`src/rtl/alu_serial_ctrl_if.sv`:
```
// ============================================================================
// alu_serial_ctrl_if
// Request/response bundle for the bit-serial ALU sequencer.
//
// Signals:
//   Start    request pulse; accepted only when the sequencer is not running
//   Sel      op select: 00 AND, 01 OR, 1x add/sub
//   InvertB  1 = subtract (B inverted, carry-in 1); ignored for AND/OR
//   DataA/B  operands, latched on an accepted Start
//   Busy     high while an operation is in progress
//   Done     one-cycle completion pulse; Result/Cout/Zero valid
//   Result   result word
//   Cout     carry out of the MSB (0 for AND/OR)
//   Zero     Result == 0
//   Overflow signed overflow for add/sub (only with ALU_SERIAL_OVF_EN)
//
// Modports: master = requester, slave = sequencer.
// Optional feature macro: ALU_SERIAL_OVF_EN
// ============================================================================
interface alu_serial_ctrl_if #(
    parameter int unsigned WIDTH = 32
);
    logic             Start;
    logic [1:0]       Sel;
    logic             InvertB;
    logic [WIDTH-1:0] DataA;
    logic [WIDTH-1:0] DataB;
    logic             Busy;
    logic             Done;
    logic [WIDTH-1:0] Result;
    logic             Cout;
    logic             Zero;
`ifdef ALU_SERIAL_OVF_EN
    logic             Overflow;
`endif

    // Requester side: drives the operation, observes status and result.
    modport master (
        output Start,
        output Sel,
        output InvertB,
        output DataA,
        output DataB,
        input  Busy,
        input  Done,
        input  Result,
        input  Cout,
`ifdef ALU_SERIAL_OVF_EN
        input  Overflow,
`endif
        input  Zero
    );

    // Sequencer side.
    modport slave (
        input  Start,
        input  Sel,
        input  InvertB,
        input  DataA,
        input  DataB,
        output Busy,
        output Done,
        output Result,
        output Cout,
`ifdef ALU_SERIAL_OVF_EN
        output Overflow,
`endif
        output Zero
    );
endinterface

```
`src/rtl/alu_serial_ctrl.sv`:
```
// ============================================================================
// alu_serial_ctrl
// Bit-serial ALU sequencer. One 1-bit ALU slice (AND / OR / ADD / SUB) is
// time-multiplexed over a WIDTH-bit operand pair, one bit per clock, LSB
// first. Owns the carry flip-flop, operand/result shift registers, the bit
// counter and the Start/Done handshake.
//
// Ports:
//   clk    rising-edge clock
//   rst_n  asynchronous active-low reset
//   bus    alu_serial_ctrl_if.slave (Start/Sel/InvertB/DataA/DataB in,
//          Busy/Done/Result/Cout/Zero[/Overflow] out, all registered)
//
// Parameters:
//   WIDTH  operand/result width, 2..64
//   CNT_W  bit-counter width, 2**CNT_W >= WIDTH
//
// Optional feature macro: ALU_SERIAL_OVF_EN adds the Overflow output
// (carry-into-MSB XOR carry-out, add/sub only).
// ============================================================================
module alu_serial_ctrl #(
    parameter int unsigned WIDTH = 32,
    parameter int unsigned CNT_W = 6
) (
    input  logic                clk,
    input  logic                rst_n,
    alu_serial_ctrl_if.slave    bus
);

    typedef enum logic [1:0] {
        ST_IDLE = 2'd0,
        ST_RUN  = 2'd1,
        ST_DONE = 2'd2
    } state_e;

    localparam logic [CNT_W-1:0] LAST_BIT = CNT_W'(WIDTH - 1);

    state_e             state_q;
    logic [WIDTH-1:0]   sa_q;
    logic [WIDTH-1:0]   sb_q;
    logic [WIDTH-1:0]   res_q;
    logic [CNT_W-1:0]   cnt_q;
    logic [1:0]         op_sel_q;
    logic               op_inv_q;
    logic               carry_q;
    logic               busy_q;
    logic               done_q;
    logic               cout_q;
    logic               zero_q;
`ifdef ALU_SERIAL_OVF_EN
    logic               ovf_q;
`endif

    // 1-bit ALU slice operating on the current LSBs and the carry flip-flop.
    logic slice_a_c;
    logic slice_b_c;
    logic slice_out_c;
    logic slice_cout_c;

    always_comb begin
        slice_a_c    = sa_q[0];
        // B is inverted only on the arithmetic path.
        slice_b_c    = sb_q[0] ^ (op_sel_q[1] & op_inv_q);
        slice_cout_c = (slice_a_c & slice_b_c) | (slice_a_c & carry_q) |
                       (slice_b_c & carry_q);
        unique case (op_sel_q)
            2'b00:   slice_out_c = slice_a_c & slice_b_c;
            2'b01:   slice_out_c = slice_a_c | slice_b_c;
            default: slice_out_c = slice_a_c ^ slice_b_c ^ carry_q;
        endcase
    end

    // Shifted next values used during RUN.
    logic [WIDTH-1:0] sa_d;
    logic [WIDTH-1:0] sb_d;
    logic [WIDTH-1:0] res_d;
    logic [CNT_W-1:0] cnt_d;
    logic             last_bit_c;

    always_comb begin
        sa_d       = {1'b0, sa_q[WIDTH-1:1]};
        sb_d       = {1'b0, sb_q[WIDTH-1:1]};
        res_d      = {slice_out_c, res_q[WIDTH-1:1]};
        cnt_d      = cnt_q + CNT_W'(1);
        last_bit_c = (cnt_q == LAST_BIT);
    end

    // Sequencer state, datapath registers and registered outputs.
    always_ff @(posedge clk or negedge rst_n) begin
        if (!rst_n) begin
            state_q  <= ST_IDLE;
            sa_q     <= '0;
            sb_q     <= '0;
            res_q    <= '0;
            cnt_q    <= '0;
            op_sel_q <= 2'b00;
            op_inv_q <= 1'b0;
            carry_q  <= 1'b0;
            busy_q   <= 1'b0;
            done_q   <= 1'b0;
            cout_q   <= 1'b0;
            zero_q   <= 1'b0;
`ifdef ALU_SERIAL_OVF_EN
            ovf_q    <= 1'b0;
`endif
        end else begin
            // Done is a single-cycle pulse unless re-asserted below.
            done_q <= 1'b0;
            unique case (state_q)
                ST_IDLE, ST_DONE: begin
                    if (bus.Start) begin
                        state_q  <= ST_RUN;
                        busy_q   <= 1'b1;
                        sa_q     <= bus.DataA;
                        sb_q     <= bus.DataB;
                        op_sel_q <= bus.Sel;
                        op_inv_q <= bus.InvertB;
                        // Carry-in of 1 turns A + ~B into A - B.
                        carry_q  <= bus.Sel[1] & bus.InvertB;
                        cnt_q    <= '0;
                    end else begin
                        state_q  <= ST_IDLE;
                    end
                end
                ST_RUN: begin
                    sa_q    <= sa_d;
                    sb_q    <= sb_d;
                    res_q   <= res_d;
                    carry_q <= slice_cout_c;
                    cnt_q   <= cnt_d;
                    if (last_bit_c) begin
                        state_q <= ST_DONE;
                        busy_q  <= 1'b0;
                        done_q  <= 1'b1;
                        cout_q  <= op_sel_q[1] & slice_cout_c;
                        zero_q  <= (res_d == '0);
`ifdef ALU_SERIAL_OVF_EN
                        // carry_q here is the carry into the MSB.
                        ovf_q   <= op_sel_q[1] & (carry_q ^ slice_cout_c);
`endif
                    end
                end
                default: begin
                    state_q <= ST_IDLE;
                    busy_q  <= 1'b0;
                end
            endcase
        end
    end

    assign bus.Busy     = busy_q;
    assign bus.Done     = done_q;
    assign bus.Result   = res_q;
    assign bus.Cout     = cout_q;
    assign bus.Zero     = zero_q;
`ifdef ALU_SERIAL_OVF_EN
    assign bus.Overflow = ovf_q;
`endif

endmodule

```
`src/flat_wrapper.sv`:
```
// flat-port wrapper written by rule: the top's interface ports become plain ports
module alu_serial_ctrl_flat 
#(
    parameter int unsigned WIDTH = 32,
    parameter int unsigned CNT_W = 6
)
  (clk, rst_n, bus_Start, bus_Sel, bus_InvertB, bus_DataA, bus_DataB, bus_Busy, bus_Done, bus_Result, bus_Cout, bus_Zero);
  alu_serial_ctrl_if #(.WIDTH(WIDTH)) bus_i ();
  input  logic clk;
  input  logic rst_n;
  input wire logic [$bits(bus_i.Start)-1:0] bus_Start;
  input wire logic [$bits(bus_i.Sel)-1:0] bus_Sel;
  input wire logic [$bits(bus_i.InvertB)-1:0] bus_InvertB;
  input wire logic [$bits(bus_i.DataA)-1:0] bus_DataA;
  input wire logic [$bits(bus_i.DataB)-1:0] bus_DataB;
  output wire logic [$bits(bus_i.Busy)-1:0] bus_Busy;
  output wire logic [$bits(bus_i.Done)-1:0] bus_Done;
  output wire logic [$bits(bus_i.Result)-1:0] bus_Result;
  output wire logic [$bits(bus_i.Cout)-1:0] bus_Cout;
  output wire logic [$bits(bus_i.Zero)-1:0] bus_Zero;
  assign bus_i.Start = bus_Start;
  assign bus_i.Sel = bus_Sel;
  assign bus_i.InvertB = bus_InvertB;
  assign bus_i.DataA = bus_DataA;
  assign bus_i.DataB = bus_DataB;
  assign bus_Busy = bus_i.Busy;
  assign bus_Done = bus_i.Done;
  assign bus_Result = bus_i.Result;
  assign bus_Cout = bus_i.Cout;
  assign bus_Zero = bus_i.Zero;
  alu_serial_ctrl #(.WIDTH(WIDTH), .CNT_W(CNT_W)) u_core (.clk(clk), .rst_n(rst_n), .bus(bus_i));
endmodule
```
`config.mk`:
```
export PLATFORM = sky130hd
export DESIGN_NAME = alu_serial_ctrl_flat
export DESIGN_NICKNAME = d
export VERILOG_FILES = /design/src/rtl/alu_serial_ctrl_if.sv /design/src/rtl/alu_serial_ctrl.sv /design/src/flat_wrapper.sv
export SDC_FILE = /design/constraint.sdc
export NUM_CORES = 1
export LEC_CHECK = 0
export CAP_MARGIN = 20
export CORE_ASPECT_RATIO = 1.5
export CORE_MARGIN = 8
export CORE_UTILIZATION = 45
export CTS_BUF_LIST = sky130_fd_sc_hd__clkbuf_8
export DETAILED_ROUTE_END_ITERATION = 10
export GPL_ROUTABILITY_DRIVEN = 0
export GPL_TIMING_DRIVEN = 0
export PLACE_DENSITY = 0.76
export RECOVER_POWER = 100
export SKIP_LAST_GASP = 1
export SYNTH_ARGS = -nofsm -noshare
export SYNTH_HDL_FRONTEND = slang
export SYNTH_SLANG_ARGS = --single-unit
```
`constraint.sdc`:
```
create_clock -name clk -period 1.6 [get_ports clk]
set_clock_uncertainty 0.15 [all_clocks]
set_input_delay 0.32 -clock clk [delete_from_list [all_inputs] [get_ports clk]]
set_output_delay 0.32 -clock clk [all_outputs]
set_load 0.02 [all_outputs]
```
* Word level (Yosys, flattened, before mapping)
Index checks and enable logic that the tools add are counted.
** Cells by class
- Multiplexer cells :: 17
- Equal/unequal tests :: 6
- Reductions and logical operators :: 9
- Add/sub/neg operators :: 1
- Bitwise logic cells :: 12
** Operators with widths (count)
- $pmux W32 S2 :: 2
- $mux W32 :: 2
- $logic_not A32 Y1 :: 1
- $pmux W6 S2 :: 1
- $reduce_and A2 Y1 :: 4
- $add A6 B1 Y6 const B :: 1
- $and A1 B1 Y1 :: 6
- $eq A6 B5 Y1 const B :: 1
- $mux W1 :: 6
- $mux W6 :: 1
- $pmux W1 S2 :: 3
- $eq A2 B1 Y1 const B :: 2
- $logic_not A2 Y1 :: 2
- $pmux W2 S2 :: 1
- $or A1 B1 Y1 :: 3
- $xor A1 B1 Y1 :: 3
- $eq A2 B2 Y1 const B :: 1
- $mux W2 :: 1
- $ne A2 B1 Y1 const B :: 1
- $ne A2 B2 Y1 const B :: 1
- $reduce_bool A2 Y1 :: 1
- $reduce_or A2 Y1 :: 1
** Storage, ports and cells
- Register bits after elaboration :: 112
- Output and inout bits :: 36
- Logic and storage cells :: 57

* Longest topological paths before layout
Gate-level depths: netlist (run 1).
- Word-level depth :: 6
- Gate-level depth with buffers :: 8
- Gate-level depth less buffers :: 8

* Worst setup path after synthesis (run 1)
Ideal clock, no wire load.
- Path type :: register -> register
- From :: register u_core.op_sel_q[1]
- To :: register u_core.zero_q, in the netlist u_core.bus.Zero
- Required time :: 1.330 ns
- Path slack :: -0.158 ns
- Period minus slack after synthesis :: 1.758 ns
- Path buffers :: 0
- Cell stages (with the launch flop) :: 9
- Library setup time :: 0.120 ns
- Arrival :: 1.488 ns
- Cell sequence :: dfrtp_1 -> nand2_1 -> xnor2_1 -> inv_1 -> ha_1 -> nand2b_1 -> a21oi_1 -> a21oi_1 -> a31o_2
** Between the ends
- Longest elaborated chain between the ends :: 6
- Elaborated cells between the ends (all ways) :: 10
- Those cells by class :: 1 x eq/ne; 1 x mux; 6 x bitwise; 2 x reduce/logical
** RTL lines
- from (decl) :: line alu_serial_ctrl.sv:43 : logic [1:0] op_sel_q;
- from (signal assigned) :: line alu_serial_ctrl.sv:116 : op_sel_q <= bus.Sel;
- $and A1 B1 Y1 :: line alu_serial_ctrl.sv:63 : slice_b_c = sb_q[0] ^ (op_sel_q[1] & op_inv_q);
- $xor A1 B1 Y1 :: line alu_serial_ctrl.sv:63
- $xor A1 B1 Y1 (2 in a row) :: line alu_serial_ctrl.sv:69 : default: slice_out_c = slice_a_c ^ slice_b_c ^ carry_q;
- $pmux W1 S2 * :: line alu_serial_ctrl.sv:66 : unique case (op_sel_q)
- $logic_not A32 Y1 * :: line alu_serial_ctrl.sv:136 : zero_q <= (res_d == '0);
- to (signal assigned) :: line alu_serial_ctrl.sv:136
- to (decl) :: line alu_serial_ctrl.sv:49 : logic zero_q;
Every way passes the cells marked *; elsewhere a longest branch is shown, timed or not.
A chain may end at the register's enable or synchronous reset.

* Worst setup path after layout (run 1)
Ends and elaborated chain as after synthesis.

==> results.cfg, run 1 <==
[routing]
drt_wl_total_um = 11400
drc = 0
drtAntennaViolNets = 0
drtIter0Drc = 193
vias_per_cell = 5.28
wl_per_cell_um = 15.4
vias = 3918
drt_first_pass_iters = 5

[setup_path]
reg2reg_slack_ns = -0.10
setup.worst_path.start = u_core.op_sel_q[1]
path_buf_inv = 1
cpMaxStageDelayCell = dfrtp_1
end_kind = flip-flop
crit_chain = nand2_2, xnor2_4, inv_1, ha_2, nand2b_4, a21oi_2, a21oi_2, a31o_2
worstReg2RegStart = u_core.op_sel_q[1]
ff2ff_path_depth = 8
path_max_fanout = 3
criticalPathCategory = reg -> reg
worstPathArrival_ns = 1.81
crit_path_end = u_core.bus.Zero
path_depth = 8
required_ns = 1.71
cp_common_cell = a21oi_2
cpLargestDelayFamily = compound AO/OA/AOI/OAI gates
r2r-end = u_core.bus.Zero
cpPeakStageDelay_ns = 0.39
start_kind = flip-flop

[sta]
period_minus_slack_ns = 1.70
finalSetupViolations = 5
rsz0062_at_grt = true
slew_headroom_pct = 58.2
timing.hold.ws_ns = 0.162
tightest_slew_ns = 0.627
finalHoldViolations = 0
setup_tns_ns = -0.165
finalMaxSlewViolations = 0
fin_crit_sh_pct = 106
fin_ws_ns = -0.100
max_freq_ghz = 0.588

[clock_tree]
cts_sinks = 112
cts_buffers = 9
cts_tree = yes
cts_max_level = 3
root_buffer = clkbuf_8
path_clk_slew_ns = 0.10
clkLatencyLatePin_ns = 0.38
clock_path_buffers = 2

[global_routing]
antenna_found_initial = 0
grt_max_degree = 69
overflow = 0
grt_pass1_wl_um = 18900
grt_usage_pct = 16.4
first_global_vias = 3989

[floorplanning]
die_w_um = 99.3
die_area_sq_mm = 0.0140
io_pins = 106
dieHeight_um = 141
core_area_sq_mm = 0.0101
start_util_pct = 46.2
rows = 45

[flow_run]
drv_cap = 0

[synth]
synthFlopType = dfrtp_1
yosysUniqueCellTypes = 31
yosysSeqAreaShare_pct = 59.9
synthMostInstantiatedCell = nand2_1
yosysTopAreaCell = dfrtp_1
ys_warn_count = 0
synth_async_sr_flop_share_pct = 100
synth_area_per_cell_sq_um = 9.49
syn-instance-count = 493
synthTopCellsByArea = dfrtp_1, nand2_1, a22oi_1
syn-num-nets = 567
synth-seq-cells = 112
post-synth-top-area-fraction_pct = 59.9
synth_commonest_cells = nand2_1, dfrtp_1, a22oi_1
synth_edf_count = 0
synth_area_sq_mm = 0.00468

[run_status]
violations = setup timing
outcome = complete, but fails checks

[power_and_ir_drop]
power.total_mw = 9.60
power.static_leakage_nw = 3.05
vdd_drop_max_uv = 854
p_per_area_mw_per_mm2 = 1550

[place]
dp_cells = 716
portBuffers = 105
dp_hpwl_um = 8330
place_ws_ns = -0.446
place_area_sq_mm = 0.00591

[final_layout]
antenna_cells = 0
final_area_sq_mm = 0.00620
nets = 694
drive_above_1_share_pct = 12.8
syn2layout_area_growth_pct = 32.5
final_util_pct = 61.2
final_cells = 742

[min_path]
hp-class = in -> reg
worstHoldPathCells = 3
==> layout make-up <==
class	instances	area (sq um)
Multi-Input combinational cell	347	1750
Clock buffer	10	138
Timing Repair Buffer	116	1020
Tap cell	117	146
Sequential cell	112	2800
Buffer	30	193
Clock inverter	6	138
Inverter	4	15.0
Fill cell	894	3930
==> timing repair <==
item / 4_1_cts / 5_1_grt
gates cloned: 0 / 2
hold buffers: 1 / 0
buffers inserted: 1 / 6
pin swaps: 5 / 6
resized for setup: 79 / 61
hold endpoints to repair: 44 / 0
setup endpoints to repair: 73 / 127
==> per-layer routing <==
metal | vias to the layer above | share of wire, % | GRT usage [%]
met1 | 1896 | 43 | 19.9
met2 | 113 | 50 | 27.4
met3 | 6 | 6.0 | 4.48
met4 | 0 | 0.66 | 5.28
li1 | 1903 | - | -
met5 | - | 0 | 0
==> cells by family after synthesis <==
group	after synthesis	synth area share, %
AND/OR/NAND/NOR	262	22.4
flip-flops	112	59.9
buffers and inverters	34	3.82
adder cells (fa/ha/maj)	4	1.23
XOR/XNOR	1	0.187
AO/OA/AOI/OAI	80	12.5
==> worst min-delay path by stage <==
stage	from	to	slack [ns]
final	bus_Start	u_core.bus.Busy	0.16
after global routing	bus_Start	u_core.bus.Busy	0.18
after CTS	rst_n	u_core.bus.Result[20]	0.34
after detailed placement	rst_n	u_core.bus.Result[7]	0.21
after global placement	u_core.sb_q[25]	u_core.sb_q[25]	0.31
after floorplan	rst_n	u_core.bus.Busy	-0.13
==> flip-flops by register name, indices dropped and copies added, names as in the netlist <==
register and count:
u_core.bus.Result 32, u_core.sa_q 32, u_core.sb_q 32, u_core.cnt_q 6, u_core.op_sel_q 2, u_core.state_q 2
u_core.bus.Busy 1, u_core.bus.Cout 1, u_core.bus.Done 1, u_core.bus.Zero 1, u_core.carry_q 1, u_core.op_inv_q 1
==> placed cells by master, fill, tap and decap left out, types with 2 or more instances in the layout <==
cell type,synthesis,final
a21oi_2,0,2
a22o_1,3,3
a22oi_1,61,60
buf_2,14,11
buf_4,3,9
buf_6,3,4
bufinv_16,0,4
clkbuf_1,9,19
clkbuf_2,0,18
clkbuf_4,0,2
clkbuf_8,0,10
clkdlybuf4s15_1,0,3
clkdlybuf4s15_2,0,5
clkdlybuf4s50_1,0,67
dfrtp_1,112,111
dlygate4sd2_1,0,3
ha_1,3,2
inv_1,4,4
nand2_1,231,230
nand2b_1,4,3
nand3_1,3,3
nand4_1,5,5
nor2_1,4,4
nor2b_1,3,2
nor3_1,3,3
nor4_1,7,7
o21ai_0,7,7
==> worst reg2reg max path, delay by kind of cell, from the launching register on <==
| kind | cells | cell delay (ns) |
|---|---|---|
| AO/OA/AOI/OAI | 3 | 0.42 |
| XOR/XNOR | 1 | 0.18 |
| adder cells (fa/ha/maj) | 1 | 0.16 |
| buffers and inverters | 1 | 0.07 |
| flip-flops | 1 | 0.39 |
| AND/OR/NAND/NOR | 2 | 0.23 |
==> report_power, final <==
group	internal (mW)	switching, mW	leakage (nW)
Clock	1.25	0.944	0.137
Combinational	1.28	1.53	1.49
Sequential	3.84	0.763	1.42
Power figures use the tool's default switching activity.
==> run 2, diff against run 1 <==
HOLD_SLACK_MARGIN = 0.02   (was unset)
==> results of run 2 <==
Same layout as run 1: the final DEF is identical, and so are final timing and power.
==> run 3, diff against run 2 <==
SLEW_MARGIN = 20   (was unset)
==> results.cfg, run 3 (synthesis results as in run 1) <==
[sta]
fin_crit_sh_pct = 105
finalHoldViolations = 0
rsz0062_at_grt = true
max_freq_ghz = 0.593
tightest_slew_ns = 0.621
finalSetupViolations = 2
slew_headroom_pct = 58.6
finalMaxSlewViolations = 0
fin_ws_ns = -0.0868
period_minus_slack_ns = 1.69
timing.hold.ws_ns = 0.162

[clock_tree]
clock_path_buffers = 2
cts_buffers = 9
cts_sinks = 112
root_buffer = clkbuf_8
clkLatencyLatePin_ns = 0.37
cts_max_level = 3
cts_tree = yes
path_clk_slew_ns = 0.10

[final_layout]
final_cells = 740
nets = 692
mostFrequentLayoutCells = nand2_1, dfrtp_1, clkdlybuf4s50_1
antenna_cells = 0
fillers = 901
final_util_pct = 60.6
layout_commonest_cell = nand2_1
syn2layout_area_growth_pct = 31.1
drive_above_1_share_pct = 13.3

[place]
portBuffers = 105
dp_cells = 716
dp_hpwl_um = 8310

[setup_path]
crit_chain = nand2_2, xnor2_4, inv_1, ha_2, nand2b_4, a21oi_2, a21oi_2, a31o_2
end_kind = flip-flop
path_buf_inv = 1
cp_common_cell = a21oi_2
reg2reg_slack_ns = -0.09
worstReg2RegStart = u_core.op_sel_q[1]
cpMaxStageDelayCell = dfrtp_1
cpPeakStageDelay_ns = 0.38
criticalPathCategory = reg -> reg
cpLargestDelayFamily = compound AO/OA/AOI/OAI gates
required_ns = 1.71
setup.worst_path.start = u_core.op_sel_q[1]
path_max_fanout = 3
worstPathArrival_ns = 1.80
start_kind = flip-flop

[power_and_ir_drop]
power.share.switching_pct = 35.5
p_seq_share_pct = 50.5
vdd_drop_max_uv = 613
comb_power_share_pct = 30.7
p_per_area_mw_per_mm2 = 1480
internal_power_mw = 5.87
clockPowerShare_pct = 18.8
power.static_leakage_nw = 3.02
switchingPower_mw = 3.23

[min_path]
hp-class = in -> reg
min_from = bus_Start

[global_routing]
grt_max_degree = 69
grt_usage_pct = 16.3
overflow = 0
first_global_vias = 4003
antenna_found_initial = 0
grt_pass1_wl_um = 18800

[routing]
drtAntennaViolNets = 0
vias = 3897
drc = 0
vias_per_cell = 5.27
drt_wl_total_um = 11200
drtIter0Drc = 168
drt_first_pass_iters = 5
wl_per_cell_um = 15.1

[run_status]
violations = setup timing
outcome = complete, but fails checks

[floorplanning]
rows = 45
die_area_sq_mm = 0.0140
start_util_pct = 46.2
core_area_sq_mm = 0.0101
dieHeight_um = 141
die_w_um = 99.3
io_pins = 106

[flow_run]
drv_cap = 0
run 3: final timing paths:
kind                                        endpoint  cells past startpoint
worst min-delay path                 u_core.bus.Busy                      3
max in group asynchronous             u_core.sb_q[0]                      3
min in group asynchronous       u_core.bus.Result[6]                      2
worst max-delay path                 u_core.bus.Zero                      8
worst max register to register       u_core.bus.Zero                      8
worst min register to register        u_core.sb_q[8]                      2
run 3: timing repair:
item	CTS	global route
pin swaps	5	10
endpoints found under the setup margin	78	125
endpoints found under the hold margin	44	0
buffers inserted	1	5
resized for setup	90	51
hold buffers	1	0
gates cloned	0	1
run 3: power by group through the flow:
stage	logic (mW)	registers [mW]	clock network, mW
floorplan	1.45	4.80	0
global placement	2.82	4.59	0
detailed placement	2.94	4.64	0
CTS	2.90	4.60	1.77
global route	3.15	4.73	1.89
finish	2.79	4.60	1.71
run 3: cell type report:
class                   count  area [sq um]  share of cell area, %
plain buffers              30           196                   3.20
repair buffers            114          1030                   16.8
clock inverters             7          80.1                   1.30
multi-input cells         347          1740                   28.3
clock buffers               9           124                   2.02
flip-flops and latches    112          2800                   45.7
inverters                   4          15.0                  0.245
well taps                 117           146                   2.39
run 3: worst reg2reg max path, stage by stage (launching register included):
cell	delay, ns
dfrtp_1	0.38
nand2_2	0.10
xnor2_4	0.21
inv_1	0.06
ha_2	0.16
nand2b_4	0.13
a21oi_2	0.13
a21oi_2	0.05
a31o_2	0.22
run 3: layer usage:
metal / share of wire, % / track usage [%] / up-vias / wire length, um
met2: 50 / 27.0 / 111 / 5530
met4: 1.2 / 6.49 / 0 / 133
met5: 0 / 0 / - / 0
met3: 5.6 / 4.04 / 11 / 621
li1: - / - / 1897 / -
met1: 44 / 19.8 / 1878 / 4880
run 3: stage by stage:
step,setup WS [ns],cell area [sq um],setup TNS (ns),power (mW)
5_1_grt,-0.136,6140,-3.22,9.77
3_3_place_gp,-4.09,5890,-483.90,7.42
6_report,-0.0868,6140,-0.115,9.10
2_1_floorplan,-0.0925,4690,-0.103,6.25
4_1_cts,-0.107,6190,-0.185,9.27
3_5_place_dp,-0.463,5920,-27.18,7.59
